`src/rtl/apb_master.sv`:
```
// APB4 requester: turns a valid/ready command into one SETUP/ACCESS transfer
// and returns read data plus error status as a one-cycle response pulse.
// Optional ACCESS-phase timeout is enabled by defining APB_TIMEOUT_EN.
module apb_master #(
  parameter int unsigned ADDR_W         = 12,
  parameter int unsigned DATA_W         = 32,
  parameter int unsigned TIMEOUT_CYCLES = 16
) (
  input  logic                clk,
  input  logic                reset,
  input  logic                cmd_valid_i,
  output logic                cmd_ready_o,
  input  logic                cmd_write_i,
  input  logic [ADDR_W-1:0]   cmd_addr_i,
  input  logic [DATA_W-1:0]   cmd_wdata_i,
  input  logic [DATA_W/8-1:0] cmd_strb_i,
  output logic                rsp_valid_o,
  output logic [DATA_W-1:0]   rsp_rdata_o,
  output logic                rsp_err_o,
  output logic                busy_o,
  output logic [ADDR_W-1:0]   paddr_o,
  output logic                psel_o,
  output logic                penable_o,
  output logic                pwrite_o,
  output logic [DATA_W-1:0]   pwdata_o,
  output logic [DATA_W/8-1:0] pstrb_o,
  input  logic [DATA_W-1:0]   prdata_i,
  input  logic                pready_i,
  input  logic                pslverr_i
);

  localparam int unsigned STRB_W = DATA_W / 8;

  typedef enum logic [1:0] {StIdle, StSetup, StAccess} state_e;

  state_e              state_q, state_d;
  logic                accept;
  logic                xfer_done;
  logic                timeout;
  logic [ADDR_W-1:0]   paddr_q;
  logic                pwrite_q;
  logic [DATA_W-1:0]   pwdata_q;
  logic [STRB_W-1:0]   pstrb_q;
  logic                rsp_valid_q;
  logic [DATA_W-1:0]   rsp_rdata_q;
  logic                rsp_err_q;

  assign cmd_ready_o = (state_q == StIdle);
  assign accept      = cmd_ready_o & cmd_valid_i;
  // Select/enable decode straight from state so reset clears them asynchronously.
  assign psel_o      = (state_q != StIdle);
  assign penable_o   = (state_q == StAccess);
  assign busy_o      = psel_o;
  assign paddr_o     = paddr_q;
  assign pwrite_o    = pwrite_q;
  assign pwdata_o    = pwdata_q;
  assign pstrb_o     = pstrb_q;
  assign rsp_valid_o = rsp_valid_q;
  assign rsp_rdata_o = rsp_rdata_q;
  assign rsp_err_o   = rsp_err_q;

`ifdef APB_TIMEOUT_EN
  localparam int unsigned CntW = $clog2(TIMEOUT_CYCLES + 1);

  logic [CntW-1:0] wait_cnt_q;

  // Count stalled ACCESS cycles; cleared when a command enters SETUP.
  always_ff @(posedge clk or posedge reset) begin
    if (reset) begin
      wait_cnt_q <= '0;
    end else if (accept) begin
      wait_cnt_q <= '0;
    end else if ((state_q == StAccess) && !pready_i) begin
      wait_cnt_q <= wait_cnt_q + 1'b1;
    end
  end

  // Fires on the stalled cycle that brings the count to TIMEOUT_CYCLES;
  // a ready in that same cycle takes priority.
  assign timeout = (state_q == StAccess) && !pready_i &&
                   (wait_cnt_q == CntW'(TIMEOUT_CYCLES - 1));
`else
  logic unused_cfg;

  assign timeout    = 1'b0;
  assign unused_cfg = (TIMEOUT_CYCLES == 0);
`endif

  // Next-state decode for the SETUP/ACCESS sequence.
  always_comb begin
    state_d   = state_q;
    xfer_done = 1'b0;
    unique case (state_q)
      StIdle:   if (cmd_valid_i) state_d = StSetup;
      StSetup:  state_d = StAccess;
      StAccess: begin
        if (pready_i || timeout) begin
          state_d   = StIdle;
          xfer_done = 1'b1;
        end
      end
      default:  state_d = StIdle;
    endcase
  end

  // State register.
  always_ff @(posedge clk or posedge reset) begin
    if (reset) begin
      state_q <= StIdle;
    end else begin
      state_q <= state_d;
    end
  end

  // Address/data phase registers: loaded on accept, held otherwise.
  always_ff @(posedge clk or posedge reset) begin
    if (reset) begin
      paddr_q  <= '0;
      pwrite_q <= 1'b0;
      pwdata_q <= '0;
      pstrb_q  <= '0;
    end else if (accept) begin
      paddr_q  <= cmd_addr_i;
      pwrite_q <= cmd_write_i;
      pwdata_q <= cmd_wdata_i;
      pstrb_q  <= cmd_write_i ? cmd_strb_i : '0;
    end
  end

  // Response pulse; data and error hold until the next response.
  always_ff @(posedge clk or posedge reset) begin
    if (reset) begin
      rsp_valid_q <= 1'b0;
      rsp_rdata_q <= '0;
      rsp_err_q   <= 1'b0;
    end else begin
      rsp_valid_q <= xfer_done;
      if (xfer_done) begin
        if (pready_i) begin
          rsp_rdata_q <= pwrite_q ? '0 : prdata_i;
          rsp_err_q   <= pslverr_i;
        end else begin
          rsp_rdata_q <= '0;
          rsp_err_q   <= 1'b1;
        end
      end
    end
  end

endmodule

```
`config.mk`:
```
export PLATFORM = sky130hd
export DESIGN_NAME = apb_master
export DESIGN_NICKNAME = d
export VERILOG_FILES = /design/src/rtl/apb_master.sv
export SDC_FILE = /design/constraint.sdc
export NUM_CORES = 1
export LEC_CHECK = 0
export BUFFER_PORTS_ARGS = -buffer_cell sky130_fd_sc_hd__buf_2
export CAP_MARGIN = 20
export CORE_MARGIN = 8
export CORE_UTILIZATION = 49
export CTS_CLUSTER_SIZE = 30
export DETAILED_ROUTE_END_ITERATION = 12
export PLACE_DENSITY = 0.93
export SYNTH_ARGS = -nofsm -noshare
export SYNTH_HDL_FRONTEND = slang
export SYNTH_SLANG_ARGS = --single-unit
```
`constraint.sdc`:
```
create_clock -name clk -period 6.75 [get_ports clk]
set_input_delay 0.675 -clock clk [delete_from_list [all_inputs] [get_ports clk]]
set_output_delay 0.675 -clock clk [all_outputs]
set_load 0.01 [all_outputs]
```
Yosys cells after proc, flatten, opt, wreduce, memory -nomap -nowiden
Index checks and enable logic that the tools add are counted.
{"block": "classes", "eq_ne": 4, "n_mux": 9, "bitwise_logic": 1, "n_reduce_logical": 3}
{"op": "$mux W32", "n": 2}
{"op": "$pmux W2 S3", "n": 1}
{"op": "$mux W2", "n": 2}
{"op": "$mux W4", "n": 1}
{"op": "$mux W1", "n": 3}
{"op": "$eq A2 B1 Y1 const B", "n": 1}
{"op": "$eq A2 B2 Y1 const B", "n": 1}
{"op": "$logic_not A2 Y1", "n": 1}
{"op": "$ne A2 B1 Y1 const B", "n": 1}
{"op": "$ne A2 B2 Y1 const B", "n": 1}
{"op": "$reduce_and A2 Y1", "n": 1}
{"op": "$reduce_bool A2 Y1", "n": 1}
{"op": "$and A1 B1 Y1", "n": 1}
{"block": "totals", "regBits": 85, "input_bits": 86, "out_inout_bits": 87, "elab_cells": 25}

Longest topological paths before layout
{"block": "logic_depth", "ltp_word": 3, "depth_mapped": 4, "depth_no_buf": 2}

Least setup slack after synthesis
Ideal clock, no wire load.
{"block": "synth_path", "path_type": "in2reg", "from": "input cmd_valid_i", "to": "register pwdata_q[0], in the netlist pwdata_o[0]", "setup_ps": 125, "arrival_ps": 1475, "required_time_ps": 6625, "setup_slack_ps": 5150, "path_stages": 3, "n_path_buf": 1, "path_cell_list": "nor3b_2 > buf_4 > mux2_2"}
{"block": "synth_between", "elab_chain_cells": 1}
{"item": "from (decl)", "line": "11", "source": "input logic cmd_valid_i,"}
{"item": "$and A1 B1 Y1", "line": "49", "source": "assign accept = cmd_ready_o & cmd_valid_i;"}
{"item": "to (signal assigned)", "line": "125", "source": "pwdata_q <= cmd_wdata_i;"}
{"item": "to (decl)", "line": "42", "source": "logic [DATA_W-1:0] pwdata_q;"}
No other way between the ends.
A chain may end at the register's enable or synchronous reset.

Worst setup path after layout
{"block": "layout_path", "from": "register state_q[0]", "to": "register rsp_rdata_q[19], in the netlist rsp_rdata_o[19]"}
{"block": "layout_between", "elab_chain_cells": 2}
{"item": "from (decl)", "line": "36", "source": "state_e state_q, state_d;"}
{"item": "from (signal assigned)", "line": "109", "source": "state_q <= StIdle;"}
{"item": "from (signal assigned)", "line": "111", "source": "state_q <= state_d;"}
{"item": "$eq A2 B2 Y1", "line": "93", "source": "unique case (state_q)"}
{"item": "$mux W1", "line": "93"}
{"item": "to (signal assigned)", "line": "140", "source": "rsp_rdata_q <= pwrite_q ? '0 : prdata_i;"}
{"item": "to (decl)", "line": "45", "source": "logic [DATA_W-1:0] rsp_rdata_q;"}
No other way between the ends.

==> flow_summary.yaml <==
timing:
  finClkSkew_ns: 0.00496
  finalSetupViolCount: 0
  drv_slew: 0
  fin_crit_ns: 1.97
  worst_slew_pin_slew_ns: 1.04
  hold_viol: 0
  final.setup.tns_ns: 0
  timing.fmax_mhz: 508
  rsz0062_at_grt: "false"
  max_slew_margin: 0.306
  worst_slack_ns: 4.78
  min_period_over_period: 0.292
global_routing:
  gr-total-overflow: 0
  grt_antenna_before_repair: 0
  grtUsageTotal: 0.172
  grt_pass1_vias: 2738
  grt_pass1_wl_um: 13700
  grt_max_degree: 86
critical_path:
  cpMaxStageDelayCell: "and3b_2"
  crit_path_max_incr_delay_ns: 0.96
  crit_path_max_fanout: 34
  crit_start: "state_q[0]"
  cp.required_ns: 6.98
  r2r_start: "state_q[0]"
  cp-start-kind: "register"
  path_cells: "and3b_2 > mux2_2"
  crit_type: "register to register"
  worstPathArrival_ns: 2.20
  endpoint_kind: "register"
yosys:
  synth-async-reset-ratio: 1.00
  synth_ff_type: "dfrtp_1"
  synth_cell_type_count: 15
  synth.cell_area_um2: 3540
  ys_seq_area_frac: 0.601
  yosysWarnings: 0
  yosysMostFrequentCell: "dfrtp_1"
  synth.avg_cell_area_um2: 15.5
  yosys.area.top_type_share: 0.601
  yosys.area.top_type: "dfrtp_1"
  synth_common_cells: "85 x dfrtp_1, 49 x mux2_2, 33 x nor2b_1"
  synth-edff-count: 0
  syn-num-nets: 315
  synthCells: 229
  yosys-top-cells-area: "dfrtp_1 60%, mux2_2 16%, mux2_4 12%, nor2b_1 5.8%, buf_4 1.5%"
  ys_ff_latch: 85
status:
  status: "finished clean"
route:
  highest_layer: "met4"
  route.met3.wl_um: 739
  post_drt_wl_per_cell_um: 17.4
  antenna_left: 0
  dr.pass1.iters: 4
  first_iter_violations: 49
  drc: 0
  vias: 2415
  met1_length_um: 3370
  via_per_inst: 4.76
  wirelength_um: 8800
  wl_met2_um: 4570
clock_network:
  cts_htree_levels: 3
  cts_buffer_depth: 2
  clk_latency_ns: 0.34
  cts-root-buf: "clkbuf_8"
  cts_buffers: 9
  postCtsSetupBuffers: 0
  clkSinkCount: 85
  cts_hold_buf: 0
  path_clk_slew_ns: 0.08
  cts_resized: 0
  cts_tree: "built"
pwr:
  cellLeakagePower_nw: 2.40
  ir_drop_mv: 0.240
  power_mw: 2.19
  p_per_area_nw_per_um2: 469
place:
  pre_cts_slack_ns: 4.03
  place_congestion: 0.748
  hpwl_um: 6610
  portBuffers: 172
floorplanning:
  core_area_um2: 7140
  die_x_um: 101
  core.rowCount: 31
  start_util: 0.496
  die_h_um: 101
  num_io_pins: 173
  die-area_um2: 10200
min_path:
  hp-class: "input pin to asynchronous set/reset pin"
layout:
  antennaDiodeCount: 0
  n_fill_cell: 575
  final_nets: 490
  drive_above_1_share: 0.662
  area_growth_pct: 32.1
job:
  maxCapViolations: 0
[stage by stage]
| stage | hold WS, ns | area [um2] | std cells | utilization |
|---|---|---|---|---|
| 6_report | 0.320 | 4670 | 507 | 0.655 |
| 4_1_cts | 0.508 | 4630 | 505 | 0.649 |
| 2_1_floorplan | 0.508 | 3540 | 229 | - |
| 3_5_place_dp | 0.488 | 4460 | 490 | 0.624 |
| 3_3_place_gp | 0.486 | 4460 | 490 | 0.624 |
| 5_1_grt | 0.310 | 4670 | 507 | 0.655 |
[registers in the layout, indices dropped and copies added, names as in the netlist]
name,flops
rsp_valid_o,1
rsp_err_o,1
pstrb_o,4
pwdata_o,32
paddr_o,12
rsp_rdata_o,32
state_q,2
pwrite_o,1
[report_power, final]
group	internal (mW)	switching, mW
Clock	0.169	0.164
Combinational	0.511	0.455
Sequential	0.758	0.135
Total	1.44	0.753
[cell families after synthesis]
kind of cell | share of synthesized area
buf+inv | 0.0350
mux | 0.290
simple gates | 0.0721
compound gates | 0.00141
flops | 0.601
[cell usage in the layout, fill, tap and decap left out]
cell type    n
mux2i_1      4
clkinv_2     2
and3b_2      1
dfrtp_1     85
o21ai_0      1
or3b_2       1
buf_16       1
nor2b_1     33
buf_4        3
clkbuf_1     4
buf_8        1
mux2_4      29
nor3b_4      1
nand2_1      4
nor2_1       1
buf_2      172
bufinv_16    1
clkbuf_8     9
inv_1        6
mux2_2      49
[worst max-delay path: cells and delay by family, from the launching register on]
kind / cells / cell delay, ns
and+or+nand+nor: 1 / 0.96
muxes: 1 / 0.42
DFF: 1 / 0.45
[per-layer routing]
| layer | vias up | track usage |
|---|---|---|
| met5 | - | 0 |
| met4 | 0 | 0.0607 |
| met3 | 12 | 0.0718 |
| met2 | 103 | 0.295 |
| met1 | 1187 | 0.187 |
| li1 | 1113 | - |
[path summary, 6_finish.rpt]
check	depth (start not counted)	slack, ns	end
worst max-delay path	2	4.78	rsp_rdata_o[19]
worst min-delay path	3	0.32	pwdata_o[7]
worst max register to register	2	4.78	rsp_rdata_o[19]
worst min register to register	1	0.50	paddr_o[5]
max in group asynchronous	4	5.84	paddr_o[5]
min in group clk	1	0.50	paddr_o[5]
[area by class of cell]
class / count / area [um2] / share of cell area
flip-flops and latches: 85 / 2130 / 0.455
multi-input cells: 124 / 1290 / 0.277
repair buffers: 177 / 926 / 0.198
clock buffers: 13 / 139 / 0.0297
well taps: 99 / 124 / 0.0265
clock inverters: 2 / 35.0 / 0.00750
inverters: 7 / 27.5 / 0.00589
Note: power is estimated with default switching activity, not from simulation.
